## src/rtl/bank_pkg.sv

```systemverilog
// rtl/bank_pkg.sv - shared register-bank constants and read FSM state type
package bank_pkg;

  localparam int NUM_REGS = 14;
  localparam int DATA_W   = 16;
  localparam int ADDR_W   = 4;

  typedef enum logic [0:0] {
    IDLE  = 1'b0,
    BURST = 1'b1
  } rd_state_t;

endpackage

```

## src/rtl/bank_rd_mux.sv

```systemverilog
// rtl/bank_rd_mux.sv - combinational bank register select with out-of-range flag
module bank_rd_mux
  import bank_pkg::*;
(
  input  logic [NUM_REGS-1:0][DATA_W-1:0] regs,
  input  logic [ADDR_W-1:0]               addr,
  output logic [DATA_W-1:0]               data,
  output logic                            oor
);

  // Unmatched addresses fall through to zero data with oor still set.
  always_comb begin
    data = '0;
    oor  = 1'b1;
    for (int i = 0; i < NUM_REGS; i++) begin
      if (addr == ADDR_W'(i)) begin
        data = regs[i];
        oor  = 1'b0;
      end
    end
  end

endmodule

```

## src/rtl/bank_reader.sv

```systemverilog
// rtl/bank_reader.sv - single/burst reader over the bank registers with a registered valid/ready output slot
module bank_reader
  import bank_pkg::*;
(
  input  logic              clk,
  input  logic              reset,
  input  logic [DATA_W-1:0] in0,
  input  logic [DATA_W-1:0] in1,
  input  logic [DATA_W-1:0] in2,
  input  logic [DATA_W-1:0] in3,
  input  logic [DATA_W-1:0] in4,
  input  logic [DATA_W-1:0] in5,
  input  logic [DATA_W-1:0] in6,
  input  logic [DATA_W-1:0] in7,
  input  logic [DATA_W-1:0] in8,
  input  logic [DATA_W-1:0] in9,
  input  logic [DATA_W-1:0] in10,
  input  logic [DATA_W-1:0] in11,
  input  logic [DATA_W-1:0] in12,
  input  logic [DATA_W-1:0] in13,
  input  logic              rd_valid,
  output logic              rd_ready,
  input  logic [ADDR_W-1:0] rd_addr,
  input  logic              rd_burst,
  input  logic [ADDR_W-1:0] rd_last_addr,
  output logic              out_valid,
  input  logic              out_ready,
  output logic [DATA_W-1:0] out_data,
  output logic [ADDR_W-1:0] out_addr,
  output logic              out_err,
  output logic              out_last,
  output logic              busy
);

  rd_state_t                      state;
  logic [ADDR_W-1:0]              cur;
  logic [ADDR_W-1:0]              last;
  logic [NUM_REGS-1:0][DATA_W-1:0] regs;
  logic [ADDR_W-1:0]              mux_addr;
  logic [DATA_W-1:0]              mux_data;
  logic                           mux_oor;
  logic                           slot_free;
  logic                           accept;
  logic                           illegal;

  assign regs = {in13, in12, in11, in10, in9, in8, in7,
                 in6, in5, in4, in3, in2, in1, in0};

  assign slot_free = !out_valid || out_ready;
  assign rd_ready  = (state == IDLE) && slot_free;
  assign accept    = rd_valid && rd_ready;
  assign illegal   = rd_burst && (rd_last_addr < rd_addr);
  assign busy      = (state != IDLE) || out_valid;
  assign mux_addr  = (state == BURST) ? cur : rd_addr;

  bank_rd_mux u_mux (
    .regs (regs),
    .addr (mux_addr),
    .data (mux_data),
    .oor  (mux_oor)
  );

  always_ff @(posedge clk or posedge reset) begin
    if (reset) begin
      state     <= IDLE;
      cur       <= '0;
      last      <= '0;
      out_valid <= 1'b0;
      out_data  <= '0;
      out_addr  <= '0;
      out_err   <= 1'b0;
      out_last  <= 1'b0;
    end else begin
      // A drained beat empties the slot unless a new beat is loaded on the same edge.
      if (out_valid && out_ready) begin
        out_valid <= 1'b0;
      end
      case (state)
        IDLE: begin
          if (accept) begin
            out_valid <= 1'b1;
            out_addr  <= rd_addr;
            if (illegal) begin
              out_data <= '0;
              out_err  <= 1'b1;
              out_last <= 1'b1;
            end else begin
              out_data <= mux_data;
              out_err  <= mux_oor;
              out_last <= !rd_burst || (rd_addr == rd_last_addr);
              if (rd_burst && (rd_addr != rd_last_addr)) begin
                state <= BURST;
                cur   <= rd_addr + ADDR_W'(1);
                last  <= rd_last_addr;
              end
            end
          end
        end
        BURST: begin
          if (slot_free) begin
            out_valid <= 1'b1;
            out_addr  <= cur;
            out_data  <= mux_data;
            out_err   <= mux_oor;
            out_last  <= (cur == last);
            if (cur == last) begin
              state <= IDLE;
            end else begin
              cur <= cur + ADDR_W'(1);
            end
          end
        end
        default: state <= IDLE;
      endcase
    end
  end

endmodule

```

## config.mk

```make
export PLATFORM = sky130hd
export DESIGN_NAME = bank_reader
export DESIGN_NICKNAME = d
export VERILOG_FILES = /design/src/rtl/bank_pkg.sv /design/src/rtl/bank_rd_mux.sv /design/src/rtl/bank_reader.sv
export SDC_FILE = /design/constraint.sdc
export NUM_CORES = 1
export LEC_CHECK = 0
export CELL_PAD_IN_SITES_DETAIL_PLACEMENT = 0
export CELL_PAD_IN_SITES_GLOBAL_PLACEMENT = 1
export CORE_MARGIN = 2
export CORE_UTILIZATION = 23
export DETAILED_ROUTE_END_ITERATION = 10
export PLACE_DENSITY_LB_ADDON = 0.1
export REMOVE_ABC_BUFFERS = 1
export SLEW_MARGIN = 0
export SYNTH_ARGS = -nofsm -noshare
export SYNTH_HDL_FRONTEND = slang
export SYNTH_SLANG_ARGS = --single-unit
```

## constraint.sdc

```tcl
create_clock -name clk -period 2.8 [get_ports clk]
set_input_delay 0.84 -clock clk [delete_from_list [all_inputs] [get_ports clk]]
set_output_delay 0.84 -clock clk [all_outputs]
set_load 0.05 [all_outputs]
```

# Yosys cells after proc, flatten, opt, wreduce, memory -nomap -nowiden
# Index checks and enable logic that the tools add are counted.
# Widths: inputs -> output; s select.
[totals] register_bits=32 inputBits=237 output_inout_bits=25 elab_cells=108
[op_classes] n_addsub=2 n_lt_le_gt_ge=1 n_eq_ne=21 n_mux=60 bitwise_logic=2 reduce_logical=14
[ops] cell="$mux 16" count=17
[ops] cell="$mux 4" count=8
[ops] cell="$pmux 16 s2" count=1
[ops] cell="$mux 1" count=28
[ops] cell="$eq 4x4->1 const B" count=6
[ops] cell="$eq 4x3->1 const B" count=4
[ops] cell="$pmux 4 s2" count=2
[ops] cell="$add 4x1->4 const B" count=2
[ops] cell="$eq 4x2->1 const B" count=2
[ops] cell="$eq 4x4->1" count=2
[ops] cell="$pmux 1 s2" count=4
[ops] cell="$ne 2x2->1 const B" count=3
[ops] cell="$logic_and 1x1->1" count=5
[ops] cell="$reduce_and 5->1" count=1
[ops] cell="$eq 4x1->1 const B" count=1
[ops] cell="$logic_not 4->1" count=1
[ops] cell="$lt 4x4->1" count=1
[ops] cell="$ne 2x1->1 const B" count=2
[ops] cell="$ne 4x4->1" count=1
[ops] cell="$reduce_and 4->1" count=1
[ops] cell="$logic_or 1x1->1" count=3
[ops] cell="$logic_not 1->1" count=2
[ops] cell="$not 1->1" count=2
[ops] cell="$reduce_and 2->1" count=1

# Logic depth before layout (Yosys ltp)
[logic_depth] word_depth=19 mapped_depth=13 depth_no_buf=8

# Modules after synthesis
# From an unflattened synthesis, not the netlist that was laid out.
[hier_totals] cells_unflattened=460 hier_area_um2=4063.9
[modules_own_cells] module="bank_rd_mux" instances=1 cells_each=336 area_each_um2=2610.0
[modules_own_cells] module="bank_reader" instances=1 cells_each=124 area_each_um2=1453.9

# Worst setup path before layout
# Ideal clock, no wire load.
[synth_path] path_type="input to register" start="in rd_addr[0]" end="reg out_data[15]" setup_ps=140 arrival_time_ps=2654 slack_ps=6 path_stages=9 n_path_buf=1 path_cell_list="mux2i_1 inv_1 ha_1 or2_2 clkbuf_1 a221oi_1 o32ai_1 a221oi_1 a211oi_1"
[synth_between] elab_chain_len=19
[synth_lines] element="start, declared" line_no="bank_reader.sv:23" text="input logic [ADDR_W-1:0] rd_addr,"
[synth_lines] element="$mux 4 (*)" line_no="bank_reader.sv:54" text="assign mux_addr = (state == BURST) ? cur : rd_addr;"
[synth_lines] element="via mux_addr[0]" line_no="bank_reader.sv:39" text="logic [ADDR_W-1:0] mux_addr;"
[synth_lines] element="$logic_not 4->1" line_no="bank_rd_mux.sv:16" text="if (addr == ADDR_W'(i)) begin"
[synth_lines] element="$mux 16 (13 in series)" line_no="bank_rd_mux.sv:16"
[synth_lines] element="$mux 16 (*)" line_no="bank_rd_mux.sv:16"
[synth_lines] element="$mux 16" line_no="bank_reader.sv:83" text="if (illegal) begin"
[synth_lines] element="$mux 16" line_no="bank_reader.sv:80" text="if (accept) begin"
[synth_lines] element="$pmux 16 s2 (*)" line_no="bank_reader.sv:78" text="case (state)"
[synth_lines] element="end signal, assigned" line_no="bank_reader.sv:88" text="out_data <= mux_data;"
[synth_lines] element="end signal, assigned" line_no="bank_reader.sv:103" text="out_data <= mux_data;"
[synth_lines] element="end, declared" line_no="bank_reader.sv:28" text="output logic [DATA_W-1:0] out_data,"
# The timed path passes the listed nets; every way through them passes the cells marked *. The select of a mux whose other input is x is not followed.
# A chain may end at the register's enable or synchronous reset.

# Worst setup path in the final report
[layout_path] start="in rd_addr[1]" end="reg out_data[2]"
# The elaborated chain is that of the path after synthesis.

==> results by group <==
Run status
  – Status: finished, final reports clean

Synthesis
  – #FFs+latches synth: 32
  – Number of synthesized flops with an enable pin: 0
  – Sequential area share after synthesis: 19.5%
  – Synthesized area: 0.00410 sq mm
  – Yosys Warn Count: 0
  – Synth Instances: 530
  – Async set-reset flop share out of synthesis: 100%
  – Top_reg_cell synth: dfrtp_1
  – Post-synth cell types: 68
  – Syn_area_per_cell: 7.74 sq um

Worst setup path
  – Setup CP Type: in2reg
  – Worst Path Required: 2.98 ns
  – Arr. time, crit path: 2.91 ns
  – Critical path startpoint category: input pin
  – Critical path endpoint category: flop
  – Worst Reg-to-Reg Cells: 11
  – Reg2Reg Launch Point: state$_DFF_PP0_
  – R2R setup slack: 0.26 ns
  – Worst R2R End: out_data[2]$_DFFE_PP0P_
  – End of the critical path: out_data[2]$_DFFE_PP0P_
  – Worst-path maximum fanout: 10
  – Critical Path Start: rd_addr[1]

Clocking
  – Skew-Pair Late Insertion Delay: 0.29 ns
  – Post-CTS Hold Fix Bufs: 0
  – CTS root buffer: clkbuf_16
  – Clk sinks: 32
  – # H-tree levels: 2
  – Clock buffer depth: 2
  – CTS clk-pin slew, worst paths: 0.06 ns
  – CTS tree: yes
  – CTS Buf Count: 5

Floorplanning
  – I/O Pins: 262
  – Die ar.: 0.0189 sq mm
  – Die Span Y: 138 um
  – Initial Utilization: 23.6%
  – Core area: 0.0174 sq mm
  – Row cnt: 48
  – Die X-Extent: 138 um

Route
  – Wire per inst: 23.3 um
  – DR vias: 5948
  – Post-route ant nets: 0
  – Drt pass-1 iters: 6
  – WL final: 25400 um
  – DRT iter0 DRCs: 416
  – Vias per cell: 5.47
  – DRC errors left: 0

Power and ir drop
  – Pwr per Cell Area: 967 mW/mm^2
  – Pwr Total: 8.00 mW
  – Lkg Pwr: 3.15 nW
  – Worst vdd ir: 0.454 mV

Global routing
  – Gr usage total: 26.1%
  – Overflow after GRT: 0
  – First-pass GRT wire length: 36800 um
  – Initial antenna violation count: 1
  – Vias in the first global route: 6234
  – Pin count of the biggest net entering global routing: 33

Placed design
  – Gp weighted congestion: 0.922
  – Port Buffer Count: 261
  – Post-place setup slack: -0.747 ns
  – Post-DP HPWL: 20000 um

STA
  – Final Worst Setup Slack: 0.0693 ns
  – Rel. slew slack: 52.9%
  – Final hold violations: 0
  – Setup violators final: 0
  – Fmax: 366 MHz
  – Tmin final: 2.73 ns
  – Worst Max-Slew Pin Slew: 0.705 ns
  – Total negative slack: 0 ns
  – Max-slew violations: 0
  – Skew final: 0.00305 ns
  – Period utilisation layout: 97.5%

Cells and area
  – Layout cells sized above 1: 21.4%
  – P&R area growth vs syn: 102%
  – Nets: 1105
  – Layout Utilization: 47.7%

Flow run
  – Max_cap viols: 0

Worst hold path
  – Worst min path class: reg2reg
[worst max-delay path, cell delays in order]
cell and delay [ns]:
clkdlybuf4s15_1 0.19, mux2i_1 0.18, inv_1 0.12, ha_4 0.18, buf_12 0.13, or2_4 0.30, a221oi_4 0.22, o32ai_2 0.12
a221oi_2 0.38, buf_4 0.17, a211oi_1 0.06
[repair_timing]
| item | CTS | global route |
|---|---|---|
| cloned | 1 | 1 |
| buffers inserted | 2 | 2 |
| setup endpoints to repair | 21 | 15 |
| gates resized for setup | 32 | 31 |
| pin swaps | 11 | 19 |
[power by group]
group          total [mW]  leakage, nW  switching [mW]  internal, mW
combinational        6.59         2.68            3.46          3.13
clock               0.590       0.0660           0.258         0.332
sequential          0.818        0.404           0.173         0.645
[per-layer routing]
metal,track usage (%),wire length [um]
met1,32.4,10400
met5,0,0
met3,4.67,1960
met2,45.7,12300
met4,8.36,750
[synth_stat cells (all sizes together), types with 6 or more instances]
master	n	area, sq um
a2bb2oi	11	96.3
mux2	6	67.6
inv	11	41.3
dfrtp	32	801
a21oi	37	200
nor2b	15	93.8
o211ai	11	82.6
a211oi	12	95.1
nand2	38	143
mux2i	7	70.1
nor3b	10	75.1
a22oi	8	60.1
o22ai	28	175
o21ai	39	199
ha	8	100
a21boi	8	60.1
buf	33	205
nor2	38	145
clkbuf	22	83.8
o32ai	16	148
a221oi	39	342
o31a	18	158
[cell type report]
class | instances | area [sq um]
clock inverter | 3 | 23.8
antenna | 1 | 2.50
sequential | 32 | 801
timing repair buffer | 378 | 3770
fill | 1687 | 9080
clock buffer | 5 | 125
inverter | 13 | 56.3
multi-input combinational | 430 | 3210
tap | 225 | 282
[kinds of logic (layout without fill, tap and decap cells)]
logic type	count (synthesis)	after routing	share of synthesized area [%]
other	0	1	0
and+or+nand+nor	134	134	16.3
DFF	32	32	19.5
AOI/OAI and AO/OA	271	271	49.3
muxes	13	13	3.35
buffers and inverters	68	399	8.23
adders and majority gates	8	8	2.44
xor gates and xnor gates	4	4	0.854
[registers in the layout, summed over array words and instances (netlist names)]
register,flops
out_addr,4
out_err,1
out_valid,1
last,4
out_last,1
out_data,16
state,1
cur,4
[stage by stage]
step | cell area, sq um | std cells | hold WS [ns]
after floorplan | 3810 | 475 | 0.502
after global placement | 7760 | 1072 | 0.474
after detailed placement | 7760 | 1072 | 0.483
after CTS | 8080 | 1083 | 0.501
after global routing | 8280 | 1087 | 0.512
final | 8280 | 1087 | 0.491
[placed cells by master (no fill, tap or decap), types with 5 or more instances in the layout]
cell,synthesis,final
clkdlybuf4s50_1,0,255
buf_4,1,89
nand2_1,38,38
nor2_1,37,35
a21oi_1,33,32
dfrtp_1,32,32
o21ai_0,37,31
o22ai_1,28,26
a221oi_1,39,24
o31a_1,18,18
buf_12,0,17
a221oi_2,0,14
nor2b_1,15,14
o32ai_1,15,12
o211ai_1,11,11
a2bb2oi_1,11,11
inv_1,11,10
nor3b_1,10,10
a211oi_1,11,10
buf_6,5,10
a22oi_1,8,8
mux2i_1,7,7
mux2_2,6,6
clkbuf_16,0,6
nand2b_1,5,5
o21ai_1,1,5
a21o_1,5,5
a221o_1,5,5
[worst min path at each step]
stage	from	endpoint	depth (start not counted)
floorplan	last[0]$_DFFE_PP0P_	last[0]$_DFFE_PP0P_	1
detailed placement	out_last$_DFFE_PP0P_	out_last$_DFFE_PP0P_	1
CTS	out_addr[3]$_DFFE_PP0P_	out_addr[3]$_DFFE_PP0P_	2
global route	out_addr[2]$_DFFE_PP0P_	out_addr[2]$_DFFE_PP0P_	2
global placement	out_addr[2]$_DFFE_PP0P_	out_addr[2]$_DFFE_PP0P_	2
finish	out_addr[2]$_DFFE_PP0P_	out_addr[2]$_DFFE_PP0P_	2
No activity file was read; power rests on OpenSTA's default activity.
